File: src/rtl/rr_mux_arbiter_pkg.sv
// Shared types, sizes and helpers for the round-robin mux arbiter.
package rr_mux_arbiter_pkg;

    localparam int unsigned NUM_REQ = 4;
    localparam int unsigned SEL_W   = 2;

    typedef enum logic {StIdle, StGrant} state_e;

    // Requester index -> one-hot grant vector.
    function automatic logic [NUM_REQ-1:0] onehot(logic [SEL_W-1:0] idx);
        logic [NUM_REQ-1:0] v;
        v      = '0;
        v[idx] = 1'b1;
        return v;
    endfunction

    // One-hot grant vector -> requester index (0 for an all-zero vector).
    function automatic logic [SEL_W-1:0] index(logic [NUM_REQ-1:0] oh);
        logic [SEL_W-1:0] idx;
        idx = '0;
        for (int unsigned i = 0; i < NUM_REQ; i++) begin
            if (oh[i]) idx = SEL_W'(i);
        end
        return idx;
    endfunction

endpackage

File: src/rtl/rr_mux_arbiter_if.sv
// Request/grant bundle between the requesters and the round-robin mux arbiter.
interface rr_mux_arbiter_if;
    import rr_mux_arbiter_pkg::*;

    logic [NUM_REQ-1:0] req;
    logic [NUM_REQ-1:0] done;
    logic [NUM_REQ-1:0] gnt;
    logic [SEL_W-1:0]   select;
    logic               busy;
    logic               timeout;

    // Requester side.
    modport master (
        output req,
        output done,
        input  gnt,
        input  select,
        input  busy,
        input  timeout
    );

    // Arbiter side.
    modport slave (
        input  req,
        input  done,
        output gnt,
        output select,
        output busy,
        output timeout
    );

endinterface

File: src/rtl/rr_mux_arbiter_pick.sv
// Rotating-priority picker: first set request bit scanning ptr, ptr+1, ... mod 4.
module rr_pick_4
    import rr_mux_arbiter_pkg::*;
(
    input  logic [NUM_REQ-1:0] req,
    input  logic [SEL_W-1:0]   ptr,
    output logic               found,
    output logic [SEL_W-1:0]   idx
);

    logic [SEL_W-1:0] cand;

    // Scan from the pointer upward; the 2-bit add wraps 3 -> 0 naturally.
    always_comb begin
        found = 1'b0;
        idx   = ptr;
        cand  = '0;
        for (int unsigned i = 0; i < NUM_REQ; i++) begin
            cand = ptr + SEL_W'(i);
            if (!found && req[cand]) begin
                found = 1'b1;
                idx   = cand;
            end
        end
    end

endmodule

File: src/rtl/rr_mux_arbiter.sv
// Round-robin arbiter sharing one 4-input mux among 4 requesters.
// Optional watchdog: define ARB_WATCHDOG_EN to force-release grants held MAX_HOLD cycles.
module rr_mux_arbiter
    import rr_mux_arbiter_pkg::*;
#(
    parameter int unsigned MAX_HOLD = 16
) (
    input  logic              clk,
    input  logic              reset,
    rr_mux_arbiter_if.slave   bus
);

    if (MAX_HOLD < 2) begin : g_bad_max_hold
        $error("MAX_HOLD must be at least 2");
    end

    state_e             state_q, state_d;
    logic [SEL_W-1:0]   ptr_q, ptr_d;
    logic [SEL_W-1:0]   sel_q, sel_d;
    logic [NUM_REQ-1:0] gnt_q, gnt_d;

    logic               found;
    logic [SEL_W-1:0]   pick_idx;
    logic               owner_rel;

`ifdef ARB_WATCHDOG_EN
    localparam int unsigned CNT_W = $clog2(MAX_HOLD + 1);
    logic [CNT_W-1:0] cnt_q, cnt_d;
    logic             timeout_q, timeout_d;
`endif

    rr_pick_4 u_pick (
        .req   (bus.req),
        .ptr   (ptr_q),
        .found (found),
        .idx   (pick_idx)
    );

    // Owner gives the datapath back by finishing or by withdrawing its request.
    assign owner_rel = bus.done[sel_q] | ~bus.req[sel_q];

    // Next-state: grant from IDLE, hold or release in GRANT.
    always_comb begin
        state_d = state_q;
        ptr_d   = ptr_q;
        sel_d   = sel_q;
        gnt_d   = gnt_q;
`ifdef ARB_WATCHDOG_EN
        cnt_d     = cnt_q;
        timeout_d = 1'b0;
`endif
        unique case (state_q)
            StIdle: begin
                if (found) begin
                    state_d = StGrant;
                    sel_d   = pick_idx;
                    gnt_d   = onehot(pick_idx);
`ifdef ARB_WATCHDOG_EN
                    cnt_d   = '0;
`endif
                end
            end
            StGrant: begin
                if (owner_rel) begin
                    state_d = StIdle;
                    gnt_d   = '0;
                    ptr_d   = sel_q + 1'b1;
`ifdef ARB_WATCHDOG_EN
                    cnt_d   = '0;
                end else if (cnt_q == CNT_W'(MAX_HOLD - 1)) begin
                    // Forced release behaves like done but flags the timeout.
                    state_d   = StIdle;
                    gnt_d     = '0;
                    ptr_d     = sel_q + 1'b1;
                    cnt_d     = '0;
                    timeout_d = 1'b1;
                end else begin
                    cnt_d = cnt_q + 1'b1;
`endif
                end
            end
            default: state_d = StIdle;
        endcase
    end

    // State, pointer and registered outputs.
    always_ff @(posedge clk) begin
        if (reset) begin
            state_q <= StIdle;
            ptr_q   <= '0;
            sel_q   <= '0;
            gnt_q   <= '0;
        end else begin
            state_q <= state_d;
            ptr_q   <= ptr_d;
            sel_q   <= sel_d;
            gnt_q   <= gnt_d;
        end
    end

`ifdef ARB_WATCHDOG_EN
    // Hold counter and one-cycle timeout pulse.
    always_ff @(posedge clk) begin
        if (reset) begin
            cnt_q     <= '0;
            timeout_q <= 1'b0;
        end else begin
            cnt_q     <= cnt_d;
            timeout_q <= timeout_d;
        end
    end

    assign bus.timeout = timeout_q;
`else
    assign bus.timeout = 1'b0;
`endif

    assign bus.gnt    = gnt_q;
    assign bus.select = sel_q;
    assign bus.busy   = (state_q == StGrant);

    sel_matches_gnt: assert property (@(posedge clk) disable iff (reset)
        (state_q == StGrant) |-> ($onehot(gnt_q) && sel_q == index(gnt_q)));

endmodule

File: src/flat_wrapper.sv
// flat-port wrapper written by rule: the top's interface ports become plain ports
module rr_mux_arbiter_flat import rr_mux_arbiter_pkg::*;
#(
    parameter int unsigned MAX_HOLD = 16
)
  (clk, reset, bus_req, bus_done, bus_gnt, bus_select, bus_busy, bus_timeout);
  rr_mux_arbiter_if bus_i ();
  input  logic clk;
  input  logic reset;
  input wire logic [$bits(bus_i.req)-1:0] bus_req;
  input wire logic [$bits(bus_i.done)-1:0] bus_done;
  output wire logic [$bits(bus_i.gnt)-1:0] bus_gnt;
  output wire logic [$bits(bus_i.select)-1:0] bus_select;
  output wire logic [$bits(bus_i.busy)-1:0] bus_busy;
  output wire logic [$bits(bus_i.timeout)-1:0] bus_timeout;
  assign bus_i.req = bus_req;
  assign bus_i.done = bus_done;
  assign bus_gnt = bus_i.gnt;
  assign bus_select = bus_i.select;
  assign bus_busy = bus_i.busy;
  assign bus_timeout = bus_i.timeout;
  rr_mux_arbiter #(.MAX_HOLD(MAX_HOLD)) u_core (.clk(clk), .reset(reset), .bus(bus_i));
endmodule
File: config.mk
export PLATFORM = sky130hd
export DESIGN_NAME = rr_mux_arbiter_flat
export DESIGN_NICKNAME = d
export VERILOG_FILES = /design/src/rtl/rr_mux_arbiter_pkg.sv /design/src/rtl/rr_mux_arbiter_if.sv /design/src/rtl/rr_mux_arbiter_pick.sv /design/src/rtl/rr_mux_arbiter.sv /design/src/flat_wrapper.sv
export SDC_FILE = /design/constraint.sdc
export NUM_CORES = 1
export LEC_CHECK = 0
export ABC_AREA = 1
export CORE_MARGIN = 2
export CORE_UTILIZATION = 41
export CTS_CLUSTER_DIAMETER = 120
export DETAILED_ROUTE_END_ITERATION = 12
export PLACE_DENSITY = 0.68
export SYNTH_ARGS = -nofsm -noshare
export SYNTH_HDL_FRONTEND = slang
export SYNTH_HIERARCHICAL = 1
export SYNTH_SLANG_ARGS = --single-unit
File: constraint.sdc
create_clock -name clk -period 1.95 [get_ports clk]
set_input_delay 0.39 -clock clk [delete_from_list [all_inputs] [get_ports clk]]
set_output_delay 0.39 -clock clk [all_outputs]
set_load 0.005 [all_outputs]
==> out/results.ini <==
[critical_path]
critPathKind=input pin to register
start_kind=input pin
r2r-start=u_core/ptr_q[0]
required_ns=2.15
rrSetupSlack_ns=0.20
end_kind=register
r2r_cells=12
startpoint=bus_req[3]
reg2reg_to=u_core/bus.gnt[1]
crit_path_max_fanout=8
arrival_ns=2.06
endpoint=u_core/bus.gnt[0]

[final_layout]
nets=158
layout-drive-gt1-share=0.218
antenna_cells=0
syn_to_final_growth_pct=37.9

[global_routing]
grt_usage=0.201
antenna_found_initial=0
grt_pass1_wl_um=2970
grt_overflow=0
grt_start_max_net_pins=13
grt_pass1_vias=711

[pwr]
sequentialPowerShare=0.215
p_comb_frac=0.693
power_mw=1.60
peakVddDrop_mv=0.918
p_switching_mw=0.811
internal_power_mw=0.785
cellLeakagePower_nw=0.518
power_frac_clock=0.093
p_sw_frac=0.508
p_per_area_nw_per_um2=1590

[floorplanning]
ios=18
dieArea_um2=2120
die_y_um=46.1
start_util=0.430
core.rowCount=15
chipWidth_um=46.1
core_um2=1690

[clock_tree]
clock_path_buffers=2
cts.clk_slew.worst_paths_ns=0.06
cts_setup_buffers=0
tritoncts=built
cts_sinks=9
ctsHoldBuffers=0
clkLatencyLatePin_ns=0.27
clock-root-buffer=clkbuf_4
htree_levels=1
cts_resized=0
cts-buffers-inserted=3

[status]
status=finished, final reports clean

[logic_synthesis]
netlist_area_um2=726
synth.top_cell.area_share=0.248
syn_nets=134
yosysTopAreaCell=dfxtp_1
avgSynthCellArea_um2=5.85
ys_top_cells_by_area=dfxtp_1 25%, nand2_1 22%, nand3_1 11%
syn_inst=124
ys_ff_latch=9
yosysWarningCount=6
yosysSeqAreaShare=0.248
yosysUniqueCellTypes=22

[timing]
hold_viol=0
fin_crit_ns=1.86
finClkSkew_ns=0.00477
fin_ws_ns=0.0891
fin_crit_sh=0.954
finalMaxSlewViolations=0
setup_violations=0
fmax_ghz=0.537

[drt]
wl_per_cell_um=10.8
viasPerCell=5.12
dr.pass1.iters=4
dr_total_vias=839
drt-initial-drc-count=31
ant_nets=0
route.detailed.drc=0
wirelength_um=1780

[place]
gp_congestion=0.857
portBuffers=16
dp_hpwl_um=1300
dp_slack_ns=-0.205

[job]
maxCapViolations=0

[min_path]
hp-class=register to register

[metrics by stage]
| step | hold WS, ns | instance area, µm² | utilization | setup TNS, ns | cells |
|---|---|---|---|---|---|
| 2_1_floorplan | 0.459 | 726 | - | 0 | 124 |
| 3_3_place_gp | 0.468 | 930 | 0.550 | -0.846 | 160 |
| 3_5_place_dp | 0.480 | 930 | 0.550 | -0.853 | 160 |
| 4_1_cts | 0.490 | 957 | 0.567 | 0 | 164 |
| 5_1_grt | 0.499 | 1000 | 0.593 | -0.0122 | 164 |
| 6_report | 0.483 | 1000 | 0.593 | 0 | 164 |
[power groups by stage]
stage          clock, mW  combinational [mW]  sequential [mW]
2_1_floorplan          0               0.710            0.337
3_3_place_gp           0               0.980            0.341
3_5_place_dp           0               0.990            0.342
4_1_cts            0.153               0.995            0.339
5_1_grt            0.167                1.24            0.352
6_report           0.148                1.11            0.343
[worst min path at each step]
stage                      start  cells past startpoint  slack (ns)                end
2_1_floorplan              reset                      1        0.46  u_core/bus.gnt[0]
3_3_place_gp   u_core/bus.gnt[2]                      2        0.47  u_core/bus.gnt[2]
3_5_place_dp   u_core/bus.gnt[2]                      2        0.48  u_core/bus.gnt[2]
4_1_cts        u_core/bus.gnt[2]                      2        0.49  u_core/bus.gnt[2]
5_1_grt        u_core/bus.gnt[0]                      2        0.50  u_core/bus.gnt[0]
6_report       u_core/bus.gnt[2]                      2        0.48  u_core/bus.gnt[2]
[Yosys cell counts]
| cell type | instances |
|---|---|
| nand2_1 | 42 |
| nand3_1 | 16 |
| inv_1 | 15 |
| dfxtp_1 | 9 |
| nor2_1 | 7 |
| a21oi_1 | 5 |
| nand2_2 | 5 |
| inv_2 | 4 |
| o21ai_1 | 4 |
| nand3_2 | 3 |
| buf_4 | 2 |
| xor2_1 | 2 |
| a211oi_1 | 1 |
| a21oi_2 | 1 |
| clkinv_2 | 1 |
| conb_1 | 1 |
| nand2_4 | 1 |
| nand3b_1 | 1 |
| nand4_1 | 1 |
| nor2_4 | 1 |
| nor3_1 | 1 |
| o21ai_0 | 1 |
[flip-flops by register name (all words and copies together), names as in the netlist]
| register | cells |
|---|---|
| u_core/bus.busy | 1 |
| u_core/bus.gnt | 4 |
| u_core/bus.select | 2 |
| u_core/ptr_q | 2 |
[placed cells by master (no fill, tap or decap), drive strengths merged]
| master | n |
|---|---|
| clkbuf | 3 |
| dlymetal6s2s | 3 |
| clkdlybuf4s50 | 13 |
| nand2 | 48 |
| nand3 | 19 |
| nand3b | 1 |
| nor2 | 8 |
| nand4 | 1 |
| dfxtp | 9 |
| a211oi | 1 |
| xor2 | 2 |
| clkinv | 2 |
| buf | 5 |
| o21ai | 5 |
| a21oi | 6 |
| inv | 19 |
| nor3 | 1 |
| conb | 1 |
[critical path: stages]
cell	delay, ns
clkdlybuf4s50_1	0.53
inv_1	0.07
nand2_1	0.06
nand2_1	0.08
o21ai_2	0.20
nand3b_1	0.15
inv_1	0.07
nor2_4	0.09
inv_2	0.09
nor2_2	0.12
nand2_1	0.06
a21oi_1	0.14
[kinds of logic after synthesis]
group | after synthesis | share of synthesized area
AO/OA/AOI/OAI | 12 | 0.0914
XOR/XNOR | 2 | 0.0241
buffers and inverters | 22 | 0.126
flip-flops | 9 | 0.248
other | 1 | 0.00517
AND/OR/NAND/NOR | 78 | 0.505
[layout make-up]
class,instances,area [µm²]
clock buffer,3,22.5
multi-input combinational,93,489
clock inverter,1,5.00
sequential,9,181
fill,187,688
inverter,20,76.3
tap,17,21.3
timing repair buffer,21,205
[metal layers]
metal	track usage	routed length, µm	up-vias
met5	0	0	-
met4	0.103	35	0
met3	0.0784	99	4
met2	0.294	800	20
met1	0.254	840	381
li1	-	-	434
Note: power is estimated with default switching activity, not from simulation.
